==> config.mk <==
export PLATFORM = sky130hd
export DESIGN_NAME = branch_redirect_unit
export DESIGN_NICKNAME = d
export VERILOG_FILES = /design/src/rtl/branch_redirect_unit.sv
export SDC_FILE = /design/constraint.sdc
export NUM_CORES = 1
export LEC_CHECK = 0
export CAP_MARGIN = 20
export CORE_MARGIN = 3
export CORE_UTILIZATION = 23
export CTS_CLUSTER_DIAMETER = 30
export DETAILED_ROUTE_END_ITERATION = 7
export PLACE_DENSITY_LB_ADDON = 0.1
export SYNTH_ARGS = -nofsm -noshare
export SYNTH_HDL_FRONTEND = slang
export SYNTH_SLANG_ARGS = --single-unit
==> constraint.sdc <==
create_clock -name clk -period 4.9 [get_ports clk]
set_input_delay 0.735 -clock clk [delete_from_list [all_inputs] [get_ports clk]]
set_output_delay 0.735 -clock clk [all_outputs]
set_load 0.05 [all_outputs]
==> src/rtl/branch_redirect_unit.sv <==
// branch_redirect_unit: resolves a decoded RISC-V conditional branch and hands the next PC to fetch
module branch_redirect_unit #(
  parameter int XLEN = 32
) (
  input  logic            clk,
  input  logic            rst,
  input  logic            req_valid_i,
  output logic            req_ready_o,
  input  logic [2:0]      req_funct3_i,
  input  logic [XLEN-1:0] req_rs1_i,
  input  logic [XLEN-1:0] req_rs2_i,
  input  logic [XLEN-1:0] req_pc_i,
  input  logic [XLEN-1:0] req_imm_i,
  input  logic            kill_i,
  output logic            out_valid_o,
  input  logic            out_ready_i,
  output logic            out_taken_o,
  output logic [XLEN-1:0] out_pc_o,
  output logic            out_misalign_o,
  output logic            out_illegal_o
);
  typedef enum logic [1:0] {IDLE, EVAL, HOLD} state_e;
  state_e state_q, state_d;
  logic [2:0] f3_q;
  logic [XLEN-1:0] a_q, b_q, pc_q, imm_q, npc_q, npc_d;
  logic valid_q, taken_q, mis_q, ill_q;
  logic [XLEN:0] diff;
  logic eq, lt, ltu, cond, ill, taken_d, accept;
  // one subtractor yields equality, signed and unsigned ordering
  assign diff = {1'b0, a_q} - {1'b0, b_q};
  assign eq  = diff[XLEN-1:0] == '0;
  assign ltu = diff[XLEN];
  assign lt  = (a_q[XLEN-1] ^ b_q[XLEN-1]) ? a_q[XLEN-1] : diff[XLEN-1];
  assign ill = f3_q[2:1] == 2'b01;
  assign cond = f3_q[2] ? (f3_q[1] ? ltu : lt) ^ f3_q[0] : eq ^ f3_q[0];
  assign taken_d = cond && !ill;
  assign npc_d = taken_d ? pc_q + imm_q : pc_q + XLEN'(4);
  assign accept = state_q == IDLE && req_valid_i && !kill_i;
  always_comb begin
    state_d = state_q;
    if (kill_i) state_d = IDLE;
    else case (state_q)
      IDLE:    state_d = req_valid_i ? EVAL : IDLE;
      EVAL:    state_d = HOLD;
      HOLD:    state_d = out_ready_i ? IDLE : HOLD;
      default: state_d = IDLE;
    endcase
  end
  always_ff @(posedge clk or posedge rst) begin
    if (rst) begin
      state_q <= IDLE;
      f3_q    <= '0;
      a_q     <= '0;
      b_q     <= '0;
      pc_q    <= '0;
      imm_q   <= '0;
      valid_q <= 1'b0;
      taken_q <= 1'b0;
      npc_q   <= '0;
      mis_q   <= 1'b0;
      ill_q   <= 1'b0;
    end else begin
      state_q <= state_d;
      if (accept) begin
        f3_q  <= req_funct3_i;
        a_q   <= req_rs1_i;
        b_q   <= req_rs2_i;
        pc_q  <= req_pc_i;
        imm_q <= req_imm_i;
      end
      if (state_q == EVAL && !kill_i) begin
        valid_q <= 1'b1;
        taken_q <= taken_d;
        npc_q   <= npc_d;
        mis_q   <= taken_d && npc_d[1:0] != 2'b00;
        ill_q   <= ill;
      end else if (kill_i || (state_q == HOLD && out_ready_i)) begin
        valid_q <= 1'b0;
      end
    end
  end
  assign req_ready_o    = state_q == IDLE;
  assign out_valid_o    = valid_q;
  assign out_taken_o    = taken_q;
  assign out_pc_o       = npc_q;
  assign out_misalign_o = mis_q;
  assign out_illegal_o  = ill_q;
endmodule

==> flow_summary.ini, run 1 <==
[layout]
layout-drive-gt1-share_pct = 18.9
layout.cells.non_filler = 1929
finalNetCount = 1526
fillers = 4680
mostFrequentLayoutCell = clkdlybuf4s50_1
final_cell_mix = clkdlybuf4s50_1, dfrtp_1, nand2_1, mux2_2, buf_4
design_area_um2 = 14200
synthToLayoutAreaGrowth_pct = 35.7

[floorplan]
die_x_um = 220
fp.dieArea_um2 = 48200
io_pins = 173
core_area_um2 = 44600
die-height_um = 220
start_util_pct = 23.5
row_count = 77

[global_route]
met3_usage_pct = 2.99
busiest_layer = met2
gr-usage-met1_pct = 19.0
grt_use_met2_pct = 19.8
grt_pass1_vias = 8697
grt.overflow.total = 0
grt_pass1_wl_um = 49300
grt_usage_pct = 13.4
antenna_found_initial = 2
grt_max_degree = 169

[cts]
h-tree-depth = 4
clock-sinks = 169
clockBufferDepth = 2
clk_pin_slew_ns = 0.08
postCtsHoldBufs = 0
cts_tree = done
cts_root_buf = clkbuf_16
clkLatencyLatePin_ns = 0.49
numCtsBuffers = 17

[routing]
totalWireLength_um = 31400
dr.first_iter.drc_count = 391
drt-pass1-iter-count = 5
vias = 8581
drc = 0
detail-route-antenna-nets = 0
via_per_inst = 4.45
avgRoutedWirePerCell_um = 16.3

[timing]
timing.fmax_ghz = 0.186
fin_crit_sh_pct = 110
tightest_slew_ns = 0.901
fin_ws_ns = -0.480
max_slew_margin_pct = 39.8
rsz0062_at_grt = true
fin_crit_ns = 5.38
fin_worst_skew_ns = 0.0129
finalHoldViolations = 0
slew_violations = 0
setup_violations = 34

[placement]
gp_congestion = 0.792
hpwlAfterDp_um = 24100
dpl.cell_count = 1894
numPortBuffers = 172
postPlaceCellArea_um2 = 13500

[critical_path]
cp-end-kind = register
worstSetupStartpointType = register
path_class = register to register
crit_arrival_ns = 5.74
required_ns = 5.26
path_max_fanout = 11

[logic_synthesis]
seq_area_frac_synth_pct = 40.3
yosys_most_used_dff = dfrtp_1
netlist_area_um2 = 10500
avgSynthCellArea_um2 = 9.74
synth.ff_latch_count = 169
yosysTopAreaCell = dfrtp_1
synth_top_area_share_pct = 40.3
ys_top_cells_by_area = dfrtp_1, mux2_2, ha_1, nand2_1, o21ai_0
syn-num-nets = 1279
yosysWarnings = 0
synth-async-reset-ratio_pct = 100
synth_edf_count = 0
synth.distinct_cells = 76
netlist_instances = 1077

[power]
p_leak_nw = 6.09
power_w = 0.00742
powerDensity_nw_per_um2 = 521
irDropWorstVdd_v = 0.000219

[run]
cap_violations = 0

[worst_hold_path]
hold_class = register to register

[status]
violations = negative setup slack
status = complete, but fails checks
-- flip-flops by register name, indices dropped and copies added, names as in the netlist --
register / flops
imm_q: 32
out_taken_o: 1
pc_q: 32
b_q: 32
a_q: 32
state_q: 2
out_valid_o: 1
out_misalign_o: 1
f3_q: 3
out_illegal_o: 1
out_pc_o: 32
-- area by class of cell --
type,count,area (µm²),area share (%)
Inverter,47,180,1.27
Timing Repair Buffer,269,2510,17.6
Multi-Input combinational cell,820,5970,41.9
Antenna cell,1,2.50,0.0176
Clock buffer,18,439,3.08
Tap cell,592,741,5.20
Clock inverter,13,168,1.18
Sequential cell,169,4230,29.7
-- cell families after synthesis --
group	synth area share, %
XOR/XNOR	5.51
flip-flops	40.3
buffers and inverters	3.61
AO/OA/AOI/OAI	15.9
AND/OR/NAND/NOR	13.3
multiplexers	13.4
adder cells (fa/ha/maj)	8.01
-- worst paths after layout --
check	startpoint	to	slack, ns	depth (start not counted)
max	a_q[5]$_DFFE_PP0P_	out_pc_o[21]$_DFFE_PP0P_	-0.48	22
min	out_taken_o$_DFFE_PP0P_	out_taken_o$_DFFE_PP0P_	0.48	2
max reg2reg	a_q[5]$_DFFE_PP0P_	out_pc_o[21]$_DFFE_PP0P_	-0.48	22
min reg2reg	out_taken_o$_DFFE_PP0P_	out_taken_o$_DFFE_PP0P_	0.48	2
max in group asynchronous	rst	imm_q[12]$_DFFE_PP0P_	3.01	3
min in group asynchronous	rst	b_q[6]$_DFFE_PP0P_	0.79	2
-- cells in the mapped netlist (13+ instances only) --
| cell | n |
|---|---|
| mux2_2 | 95 |
| nand4_1 | 17 |
| dfrtp_1 | 169 |
| nand3_1 | 24 |
| xor2_1 | 25 |
| a21oi_1 | 60 |
| nand2_1 | 118 |
| clkbuf_1 | 31 |
| a21o_1 | 23 |
| xnor2_1 | 41 |
| nor3_1 | 16 |
| nor2_1 | 54 |
| nand2b_1 | 13 |
| inv_1 | 47 |
| o21ai_1 | 33 |
| mux2i_1 | 32 |
| ha_1 | 64 |
| o21ai_0 | 73 |
-- stage by stage --
step / utilization [%] / setup WS, ns / hold slack, ns / TNS (ns)
floorplan: - / 0.00290 / 0.485 / 0
global placement: 30.3 / -0.235 / 0.464 / -6.71
detailed placement: 30.3 / -0.572 / 0.473 / -17.85
CTS: 31.8 / -0.433 / 0.490 / -13.43
global route: 31.9 / -0.862 / 0.509 / -27.42
finish: 31.9 / -0.480 / 0.480 / -14.54
-- repair_timing --
| item | CTS | global route |
|---|---|---|
| cloned | 0 | 0 |
| buffers inserted | 1 | 2 |
| endpoints found under the setup margin | 34 | 34 |
| pin swaps | 5 | 0 |
| resized for setup | 5 | 8 |
-- where the power goes --
group	switching, W	internal [W]	total, W
clock	0.000633	0.000817	0.00145
combinational	0.00216	0.00177	0.00393
sequential	0.000286	0.00175	0.00204
total	0.00308	0.00434	0.00742
-- critical path: stages, from the launching register on --
cell       delay (ns)
dfrtp_1          0.38
ha_1             0.31
a211o_1          0.30
o311a_1          0.34
o2111ai_2        0.23
a31oi_1          0.13
nor2b_1          0.16
o21ai_1          0.10
fa_1             0.47
nor4bb_2         0.31
o2111ai_1        0.17
a2111oi_2        0.26
nand4_1          0.17
nor4_2           0.18
and4_1           0.22
nand4_1          0.10
nand4b_1         0.32
o31a_1           0.33
nand4_1          0.14
buf_12           0.16
buf_12           0.15
mux2i_2          0.23
o21ai_1          0.07
-- layer usage --
metal,wire [µm],vias up
met5,13,-
met3,1300,29
met1,16200,4021
met2,13400,144
met4,564,2
li1,-,4385
No activity file was read; power rests on OpenSTA's default activity.
==> run 2, diff against run 1 <==
--- a/config.mk
+++ b/config.mk
@@ -7,7 +7,8 @@
 export LEC_CHECK = 0
 export CAP_MARGIN = 20
 export CORE_MARGIN = 3
-export CORE_UTILIZATION = 23
+export CORE_UTILIZATION = 45
+export CTS_BUF_LIST = sky130_fd_sc_hd__clkbuf_8
 export CTS_CLUSTER_DIAMETER = 30
 export DETAILED_ROUTE_END_ITERATION = 7
 export PLACE_DENSITY_LB_ADDON = 0.1
==> flow_summary.ini, run 2 (synthesis results as in run 1) <==
[global_route]
grt_usage_pct = 20.3
antenna_found_initial = 1
grt.overflow.total = 0
grt_max_degree = 170
grt_pass1_vias = 8789
grt_pass1_wl_um = 42800

[timing]
slew_violations = 0
max_slew_margin_pct = 32.8
setup_violations = 34
fin_crit_ns = 5.22
setup_tns_ns = -9.48
fin_crit_sh_pct = 107
finalHoldViolations = 0
fin_ws_ns = -0.324
rsz0062_at_grt = true
fin_worst_skew_ns = 0.0204
tightest_slew_ns = 1.01
timing.fmax_ghz = 0.191

[cts]
clk_pin_slew_ns = 0.10
numCtsBuffers = 17
clockBufferDepth = 2
cts_root_buf = clkbuf_8
postCtsHoldBufs = 0
clkLatencyLatePin_ns = 0.47
cts_tree = done
h-tree-depth = 4
clock-sinks = 169

[critical_path]
r2r_slack_ns = -0.32
path_max_fanout = 6
required_ns = 5.22
cp-end-kind = register
r2r-end = out_pc_o[26]$_DFFE_PP0P_
worstSetupStartpointType = register
endpoint = out_pc_o[26]$_DFFE_PP0P_
crit_arrival_ns = 5.55
startpoint = a_q[5]$_DFFE_PP0P_
path_class = register to register
timing.rr.start = a_q[5]$_DFFE_PP0P_
rr_worst_depth = 22

[placement]
numPortBuffers = 172
hpwlAfterDp_um = 19200
postPlaceCellArea_um2 = 13100
gp_congestion = 0.911

[routing]
drt-pass1-iter-count = 5
via_per_inst = 5.32
dr.first_iter.drc_count = 396
totalWireLength_um = 26200
drc = 0
vias = 8748
detail-route-antenna-nets = 0
avgRoutedWirePerCell_um = 16.0

[floorplan]
start_util_pct = 46.1
io_pins = 173
die_x_um = 159
fp.dieArea_um2 = 25200
core_area_um2 = 22800
die-height_um = 159
row_count = 55

[run]
cap_violations = 0

[layout]
design_area_um2 = 13700
fin_util_pct = 60.2
layout-drive-gt1-share_pct = 19.2
final_cell_mix = clkdlybuf4s50_1, dfrtp_1, nand2_1, mux2_2, buf_4
mostFrequentLayoutCell = clkdlybuf4s50_1
finalNetCount = 1520
synthToLayoutAreaGrowth_pct = 30.7

[power]
p_leak_nw = 5.98
powerDensity_nw_per_um2 = 506
irDropWorstVdd_v = 0.000223

[status]
violations = negative setup slack
status = complete, but fails checks

[worst_hold_path]
hold_class = register to register
run 2: repair_timing:
item / CTS / global route
buffers inserted: 4 / 4
pin swaps: 1 / 7
endpoints found under the setup margin: 34 / 34
gates cloned: 1 / 1
resized for setup: 9 / 21
run 2: layout make-up:
class                   instances  area (µm²)
diodes                          1        2.50
clock buffers                  18         248
clock inverters                13         141
fillers                      2021        9060
inverters                      47         180
multi-input cells             820        6040
flip-flops and latches        169        4230
well taps                     313         392
repair buffers                263        2490
run 2: routing by layer:
layer  routed length, µm  global-route usage (%)
met1               11300                    24.5
met2               13600                    36.8
met3                 955                    4.10
met4                 447                    5.69
met5                   0                       0
run 2: stage by stage:
step	total power, W	cells	setup WS [ns]	hold slack (ns)
2_1_floorplan	0.00458	1077	0.00290	0.485
3_3_place_gp	0.00575	1603	-0.176	0.466
3_5_place_dp	0.00579	1603	-0.409	0.470
4_1_cts	0.00688	1639	-0.276	0.497
5_1_grt	0.00745	1644	-0.667	0.522
6_report	0.00694	1644	-0.324	0.488
run 2: how the worst min path moves through the flow:
stage,start,endpoint,slack (ns),cells past startpoint
2_1_floorplan,b_q[0]$_DFFE_PP0P_,b_q[0]$_DFFE_PP0P_,0.48,1
3_3_place_gp,out_illegal_o$_DFFE_PP0P_,out_illegal_o$_DFFE_PP0P_,0.47,2
3_5_place_dp,out_illegal_o$_DFFE_PP0P_,out_illegal_o$_DFFE_PP0P_,0.47,2
4_1_cts,out_pc_o[12]$_DFFE_PP0P_,out_pc_o[12]$_DFFE_PP0P_,0.50,2
5_1_grt,out_pc_o[17]$_DFFE_PP0P_,out_pc_o[17]$_DFFE_PP0P_,0.52,2
6_report,out_pc_o[12]$_DFFE_PP0P_,out_pc_o[12]$_DFFE_PP0P_,0.49,2
run 2: report_power, final:
group          switching [W]  internal (W)
Clock               0.000547      0.000469
Sequential          0.000270       0.00175
Combinational        0.00211       0.00179
Total                0.00293       0.00401
run 2: worst max-delay path, cell delays in order, from the launching register on:
cell,delay [ns]
dfrtp_1,0.42
ha_4,0.25
a211o_1,0.28
o311a_1,0.34
o2111ai_2,0.24
a31oi_1,0.12
nor2b_1,0.17
o21ai_1,0.10
fa_1,0.45
nor4bb_2,0.30
o2111ai_1,0.17
a2111oi_2,0.23
nand4_1,0.18
nor4_2,0.17
and4_1,0.21
nand4_1,0.10
nand4b_1,0.30
o31a_1,0.31
nand4_1,0.12
buf_6,0.18
clkbuf_16,0.17
mux2i_1,0.18
o21ai_1,0.08
